**src/rtl/bridge_pkg.sv**
```systemverilog
// Shared constants and enums for the ASCII command parser that feeds the core chain.
package bridge_pkg;

  localparam logic [7:0] CH_R_UP = 8'h52;
  localparam logic [7:0] CH_R_LO = 8'h72;
  localparam logic [7:0] CH_W_UP = 8'h57;
  localparam logic [7:0] CH_W_LO = 8'h77;
  localparam logic [7:0] CH_CR   = 8'h0D;
  localparam logic [7:0] CH_LF   = 8'h0A;

  typedef enum logic [1:0] {
    IDLE,
    ADDR,
    DATA,
    DONE
  } state_e;

  typedef enum logic [2:0] {
    CMD_R,
    CMD_W,
    HEX,
    EOL,
    OTHER
  } char_cls_e;

  function automatic int max_int(input int a, input int b);
    return (a > b) ? a : b;
  endfunction

endpackage

```
**src/rtl/bridge_rx_hex_decode.sv**
```systemverilog
// Combinational byte classifier: character class, hex flag and decoded nibble.
module hex_decode
  import bridge_pkg::*;
(
  input  logic [7:0] byte_i,
  output logic [3:0] nibble_o,
  output logic       is_hex_o,
  output char_cls_e  cls_o
);

  logic is_digit;
  logic is_letter;

  always_comb begin
    is_digit  = (byte_i >= 8'h30) && (byte_i <= 8'h39);
    is_letter = ((byte_i >= 8'h41) && (byte_i <= 8'h46)) ||
                ((byte_i >= 8'h61) && (byte_i <= 8'h66));
    is_hex_o  = is_digit || is_letter;

    // 'A'/'a' have low nibble 1, so adding 9 yields 10..15 for both cases.
    nibble_o = is_letter ? (byte_i[3:0] + 4'd9) : byte_i[3:0];

    cls_o = OTHER;
    if ((byte_i == CH_R_UP) || (byte_i == CH_R_LO)) begin
      cls_o = CMD_R;
    end else if ((byte_i == CH_W_UP) || (byte_i == CH_W_LO)) begin
      cls_o = CMD_W;
    end else if (is_hex_o) begin
      cls_o = HEX;
    end else if ((byte_i == CH_CR) || (byte_i == CH_LF)) begin
      cls_o = EOL;
    end
  end

endmodule

```
**src/rtl/bridge_rx.sv**
```systemverilog
// Decodes "R<addr>EOL" / "W<addr><data>EOL" byte streams into single-cycle bus strobes.
module bridge_rx
  import bridge_pkg::*;
#(
  parameter int ADDR_HEX = 4,
  parameter int DATA_HEX = 4
) (
  input  logic                  clk,
  input  logic                  rst_n,
  input  logic [7:0]            data_i,
  input  logic                  valid_i,
  output logic [4*ADDR_HEX-1:0] addr_o,
  output logic [4*DATA_HEX-1:0] data_o,
  output logic                  rw_o,
  output logic                  valid_o,
  output logic                  err_o
);

  localparam int AW    = 4 * ADDR_HEX;
  localparam int DW    = 4 * DATA_HEX;
  localparam int CNT_W = $clog2(max_int(ADDR_HEX, DATA_HEX) + 1);

  localparam logic [CNT_W-1:0] ADDR_LAST = CNT_W'(ADDR_HEX - 1);
  localparam logic [CNT_W-1:0] DATA_LAST = CNT_W'(DATA_HEX - 1);

  logic [3:0] nibble;
  logic       is_hex;
  char_cls_e  cls;

  hex_decode u_hex_decode (
    .byte_i   (data_i),
    .nibble_o (nibble),
    .is_hex_o (is_hex),
    .cls_o    (cls)
  );

  state_e           state_q,   state_d;
  logic [CNT_W-1:0] cnt_q,     cnt_d;
  logic [AW-1:0]    addr_sh_q, addr_sh_d;
  logic [DW-1:0]    data_sh_q, data_sh_d;
  logic             rw_sh_q,   rw_sh_d;
  logic [AW-1:0]    addr_q,    addr_d;
  logic [DW-1:0]    data_q,    data_d;
  logic             rw_q,      rw_d;
  logic             valid_q,   valid_d;
  logic             err_q,     err_d;

  always_comb begin
    state_d   = state_q;
    cnt_d     = cnt_q;
    addr_sh_d = addr_sh_q;
    data_sh_d = data_sh_q;
    rw_sh_d   = rw_sh_q;
    addr_d    = addr_q;
    data_d    = data_q;
    rw_d      = rw_q;
    valid_d   = 1'b0;
    err_d     = 1'b0;

    if (valid_i) begin
      // A command letter always (re)starts a message; a partial one is dropped silently.
      if ((cls == CMD_R) || (cls == CMD_W)) begin
        state_d   = ADDR;
        cnt_d     = '0;
        addr_sh_d = '0;
        data_sh_d = '0;
        rw_sh_d   = (cls == CMD_W);
      end else begin
        unique case (state_q)
          IDLE: begin
            if (cls != EOL) begin
              err_d = 1'b1;
            end
          end
          ADDR: begin
            if (is_hex) begin
              addr_sh_d = (addr_sh_q << 4) | AW'(nibble);
              if (cnt_q == ADDR_LAST) begin
                cnt_d   = '0;
                state_d = rw_sh_q ? DATA : DONE;
              end else begin
                cnt_d = cnt_q + CNT_W'(1);
              end
            end else begin
              err_d   = 1'b1;
              state_d = IDLE;
            end
          end
          DATA: begin
            if (is_hex) begin
              data_sh_d = (data_sh_q << 4) | DW'(nibble);
              if (cnt_q == DATA_LAST) begin
                cnt_d   = '0;
                state_d = DONE;
              end else begin
                cnt_d = cnt_q + CNT_W'(1);
              end
            end else begin
              err_d   = 1'b1;
              state_d = IDLE;
            end
          end
          DONE: begin
            if (cls == EOL) begin
              addr_d  = addr_sh_q;
              data_d  = data_sh_q;
              rw_d    = rw_sh_q;
              valid_d = 1'b1;
            end else begin
              err_d = 1'b1;
            end
            state_d = IDLE;
          end
          default: begin
            state_d = IDLE;
            cnt_d   = '0;
          end
        endcase
      end
    end
  end

  always_ff @(posedge clk or negedge rst_n) begin
    if (!rst_n) begin
      state_q   <= IDLE;
      cnt_q     <= '0;
      addr_sh_q <= '0;
      data_sh_q <= '0;
      rw_sh_q   <= 1'b0;
      addr_q    <= '0;
      data_q    <= '0;
      rw_q      <= 1'b0;
      valid_q   <= 1'b0;
      err_q     <= 1'b0;
    end else begin
      state_q   <= state_d;
      cnt_q     <= cnt_d;
      addr_sh_q <= addr_sh_d;
      data_sh_q <= data_sh_d;
      rw_sh_q   <= rw_sh_d;
      addr_q    <= addr_d;
      data_q    <= data_d;
      rw_q      <= rw_d;
      valid_q   <= valid_d;
      err_q     <= err_d;
    end
  end

  assign addr_o  = addr_q;
  assign data_o  = data_q;
  assign rw_o    = rw_q;
  assign valid_o = valid_q;
  assign err_o   = err_q;

endmodule

```
**config.mk**
```make
export PLATFORM = sky130hd
export DESIGN_NAME = bridge_rx
export DESIGN_NICKNAME = d
export VERILOG_FILES = /design/src/rtl/bridge_pkg.sv /design/src/rtl/bridge_rx_hex_decode.sv /design/src/rtl/bridge_rx.sv
export SDC_FILE = /design/constraint.sdc
export NUM_CORES = 1
export LEC_CHECK = 0
export CAP_MARGIN = 20
export CORE_ASPECT_RATIO = 0.6
export CORE_UTILIZATION = 49
export CTS_CLUSTER_SIZE = 24
export DETAILED_ROUTE_END_ITERATION = 8
export GPL_TIMING_DRIVEN = 0
export PLACE_DENSITY = 0.87
export SLEW_MARGIN = 20
export SYNTH_ARGS = -nofsm -noshare
export SYNTH_HDL_FRONTEND = slang
export SYNTH_SLANG_ARGS = --single-unit
```
**constraint.sdc**
```tcl
create_clock -name clk -period 1.7 [get_ports clk]
set_input_delay 0.51 -clock clk [delete_from_list [all_inputs] [get_ports clk]]
set_output_delay 0.51 -clock clk [all_outputs]
set_load 0.05 [all_outputs]
```
==> qor.yml <==
status:
  run_status: "finished with violations"
  violations: "negative setup slack"
detailed_routing:
  drt-met1-wl_um: 3860
  vias_per_cell: 5.89
  wl_met2_um: 4140
  finalWirelength_um: 8550
  routedWlPerCell_um: 20.8
  vias: 2420
  drt-pass1-iter-count: 4
  postRouteAntennaNets: 0
  drt_iter0_markers: 117
  met3_length_um: 406
  drc_errors: 0
  routed.top_layer: "met4"
pwr:
  p_int_mw: 3.40
  power_frac_seq: 0.444
  pwr_density_cell_nw_per_um2: 977
  p_leak_nw: 2.29
  ir_worst_vdd_mv: 0.556
  p_total_mw: 4.66
  switching_share: 0.270
  p_comb_frac: 0.170
  power_switching_mw: 1.26
  clkPwrFrac: 0.386
placed_design:
  port_buffers: 43
  routabilityCongestion: 0.874
  dpl.hpwl_um: 4830
  dp.cells: 360
setup_path:
  crit_end: "data_o[7]"
  r2r_cells: 5
  slowest_delay_ns: 0.30
  worstPathMaxFanout: 5
  path_cells: "buf_12, inv_12, ha_4, mux2_4, a21oi_4, nand3_4, buf_12, clkbuf_16, mux2_4"
  r2r-end: "data_o[7]"
  crit_slowest_cell: "mux2_4"
  endpoint_kind: "register"
  crit_path_start: "data_i[0]"
  cp-start-kind: "input port"
  r2r_slack_ns: 0
  r2r-start: "state_q[0]"
  required_ns: 1.94
  setup.worst_path.class: "input port to register"
  arrival_ns: 2.08
logic_synthesis:
  postSynthCellCount: 232
  synth_nets: 252
  ys_seq_elements: 73
  yosysUniqueCellTypes: 39
  async_reset_ff_frac: 1.00
  ys.flop_type: "dfrtp_1"
  synth_top_area_frac: 0.552
  synth_top_area_cell: "dfrtp_1"
  synth_area_per_cell_sq_um: 14.3
  ys_warn_count: 0
  synth_common_cells: "73 x dfrtp_1, 31 x a22o_1, 31 x mux2_4"
  synth_edf_count: 0
  synthMostInstantiatedCell: "dfrtp_1"
  syn_area_sq_um: 3310
  yosysSeqAreaShare: 0.552
  synth.area.top_cells: "dfrtp_1 55%, mux2_4 14%, a22o_1 8.2%, ha_1 3.4%, buf_6 2.0%"
global_routing:
  grt_pass1_vias: 2510
  grt_use_total: 0.272
  grt_pass1_wl_um: 13900
  antenna_found_initial: 0
  grt_overflow: 0
  grt_max_degree: 61
timing:
  worstMarginPinSlew_ns: 0.477
  period_needed_ns: 1.84
  slew_headroom: 0.683
  setup_viol: 54
  finalCritPeriodShare: 1.08
  finalHoldViolations: 0
  max_freq_mhz: 544
  rsz0062_at_grt: "yes"
  slew_viol_final: 0
  fin_skew_ns: 0.0177
  fin_ws_ns: -0.139
layout:
  antenna_cells: 0
  drive_gt1_frac: 0.514
  fillers: 374
  instances_no_fill: 411
  synthToLayoutAreaGrowth_pct: 44.4
  fin_nets: 342
  finish.utilization: 0.758
floorplanning:
  fp.coreArea_sq_um: 6300
  dieWidth_um: 108
  die_y_um: 65.6
  io_pins: 46
  initial_core_util: 0.525
  std_cell_rows: 22
  die_area_sq_um: 7090
clock_tree:
  clockBufferDepth: 2
  cts_tree: "yes"
  htreeDepth: 3
  clock_sinks: 73
  cts.reportedPaths.clkPinSlew_ns: 0.08
  cts_buffers: 9
  cts_root_buf: "clkbuf_8"
  insertion_delay_ns: 0.35
flow_run:
  cap_violations: 0
hold_path:
  hp-class: "input port to register"
cell type report:
| type | count | area [sq um] | area share |
|---|---|---|---|
| plain buffers | 7 | 92.6 | 0.0194 |
| clock buffers | 10 | 128 | 0.0267 |
| clock inverters | 6 | 138 | 0.0288 |
| inverters | 7 | 51.3 | 0.0107 |
| multi-input cells | 141 | 1510 | 0.316 |
| flip-flops and latches | 73 | 1830 | 0.382 |
| well taps | 84 | 105 | 0.0220 |
| repair buffers | 83 | 923 | 0.193 |
critical path, delay by kind of cell:
| kind | cells | cell delay [ns] |
|---|---|---|
| compound gates | 1 | 0.17 |
| fa+ha+maj | 1 | 0.15 |
| buf+inv | 4 | 0.50 |
| mux | 2 | 0.59 |
| simple gates | 1 | 0.15 |
worst min-delay path by stage:
stage          depth (start not counted)            end           from
2_1_floorplan                          0      addr_o[0]          rst_n
3_3_place_gp                           1  data_sh_q[14]  data_sh_q[14]
3_5_place_dp                           1     addr_o[12]          rst_n
4_1_cts                                3        rw_sh_q      data_i[2]
5_1_grt                                3        rw_sh_q      data_i[2]
6_report                               3        rw_sh_q      data_i[2]
sequential cells by signal, indices dropped and copies added (netlist names):
register / count
rw_sh_q: 1
addr_sh_q: 16
data_sh_q: 16
valid_o: 1
cnt_q: 3
state_q: 2
addr_o: 16
rw_o: 1
err_o: 1
data_o: 16
cell families (layout without fill, tap and decap cells):
logic type | Yosys count | count (layout) | synth area share
buf+inv | 18 | 113 | 0.0386
simple gates | 37 | 37 | 0.0654
xor+xnor | 1 | 1 | 0.00265
compound gates | 57 | 57 | 0.146
mux | 37 | 37 | 0.161
fa+ha+maj | 9 | 9 | 0.0340
flops | 73 | 73 | 0.552
per-stage QoR:
step                      instance area (sq um)  worst slack, ns  TNS, ns  hold WS (ns)
after floorplan                            3410           -0.220   -11.24         0.214
after global placement                     3950            -2.21  -247.05         0.484
after detailed placement                   3970            -1.35   -89.31         0.372
after CTS                                  4810           -0.123    -3.22         0.427
after global routing                       4780           -0.141    -4.44         0.463
final                                      4780           -0.139    -4.08         0.464
cells in the final DEF, fill, tap and decap left out, drive strengths merged, types with 8 or more instances in the layout:
| master | synthesis | layout |
|---|---|---|
| nand3 | 8 | 8 |
| a22o | 31 | 31 |
| nor2 | 12 | 12 |
| ha | 9 | 9 |
| dfrtp | 73 | 73 |
| mux2 | 36 | 36 |
| inv | 7 | 8 |
| buf | 10 | 51 |
| clkbuf | 1 | 14 |
| clkdlybuf4s15 | 0 | 33 |
power by group through the flow:
stage / Combinational (mW) / Sequential [mW] / Clock [mW]
3_3_place_gp: 0.645 / 2.07 / 0
6_report: 0.791 / 2.07 / 1.80
4_1_cts: 0.761 / 2.06 / 1.80
3_5_place_dp: 0.680 / 2.09 / 0
2_1_floorplan: 0.447 / 2.08 / 0
5_1_grt: 0.870 / 2.10 / 1.90
repair_timing:
action / in CTS / in global routing
endpoints found under the setup margin: 107 / 70
resized for setup: 177 / 15
hold buffers: 1 / 0
pin swaps: 15 / 15
buffers inserted: 29 / 7
endpoints found under the hold margin: 13 / 0
cloned: 5 / 2
per-layer routing:
layer,global-route usage,up-vias
met1,0.345,1263
li1,-,1054
met4,0.0925,0
met5,0,-
met2,0.452,88
met3,0.0734,15
Power figures use the tool's default switching activity.
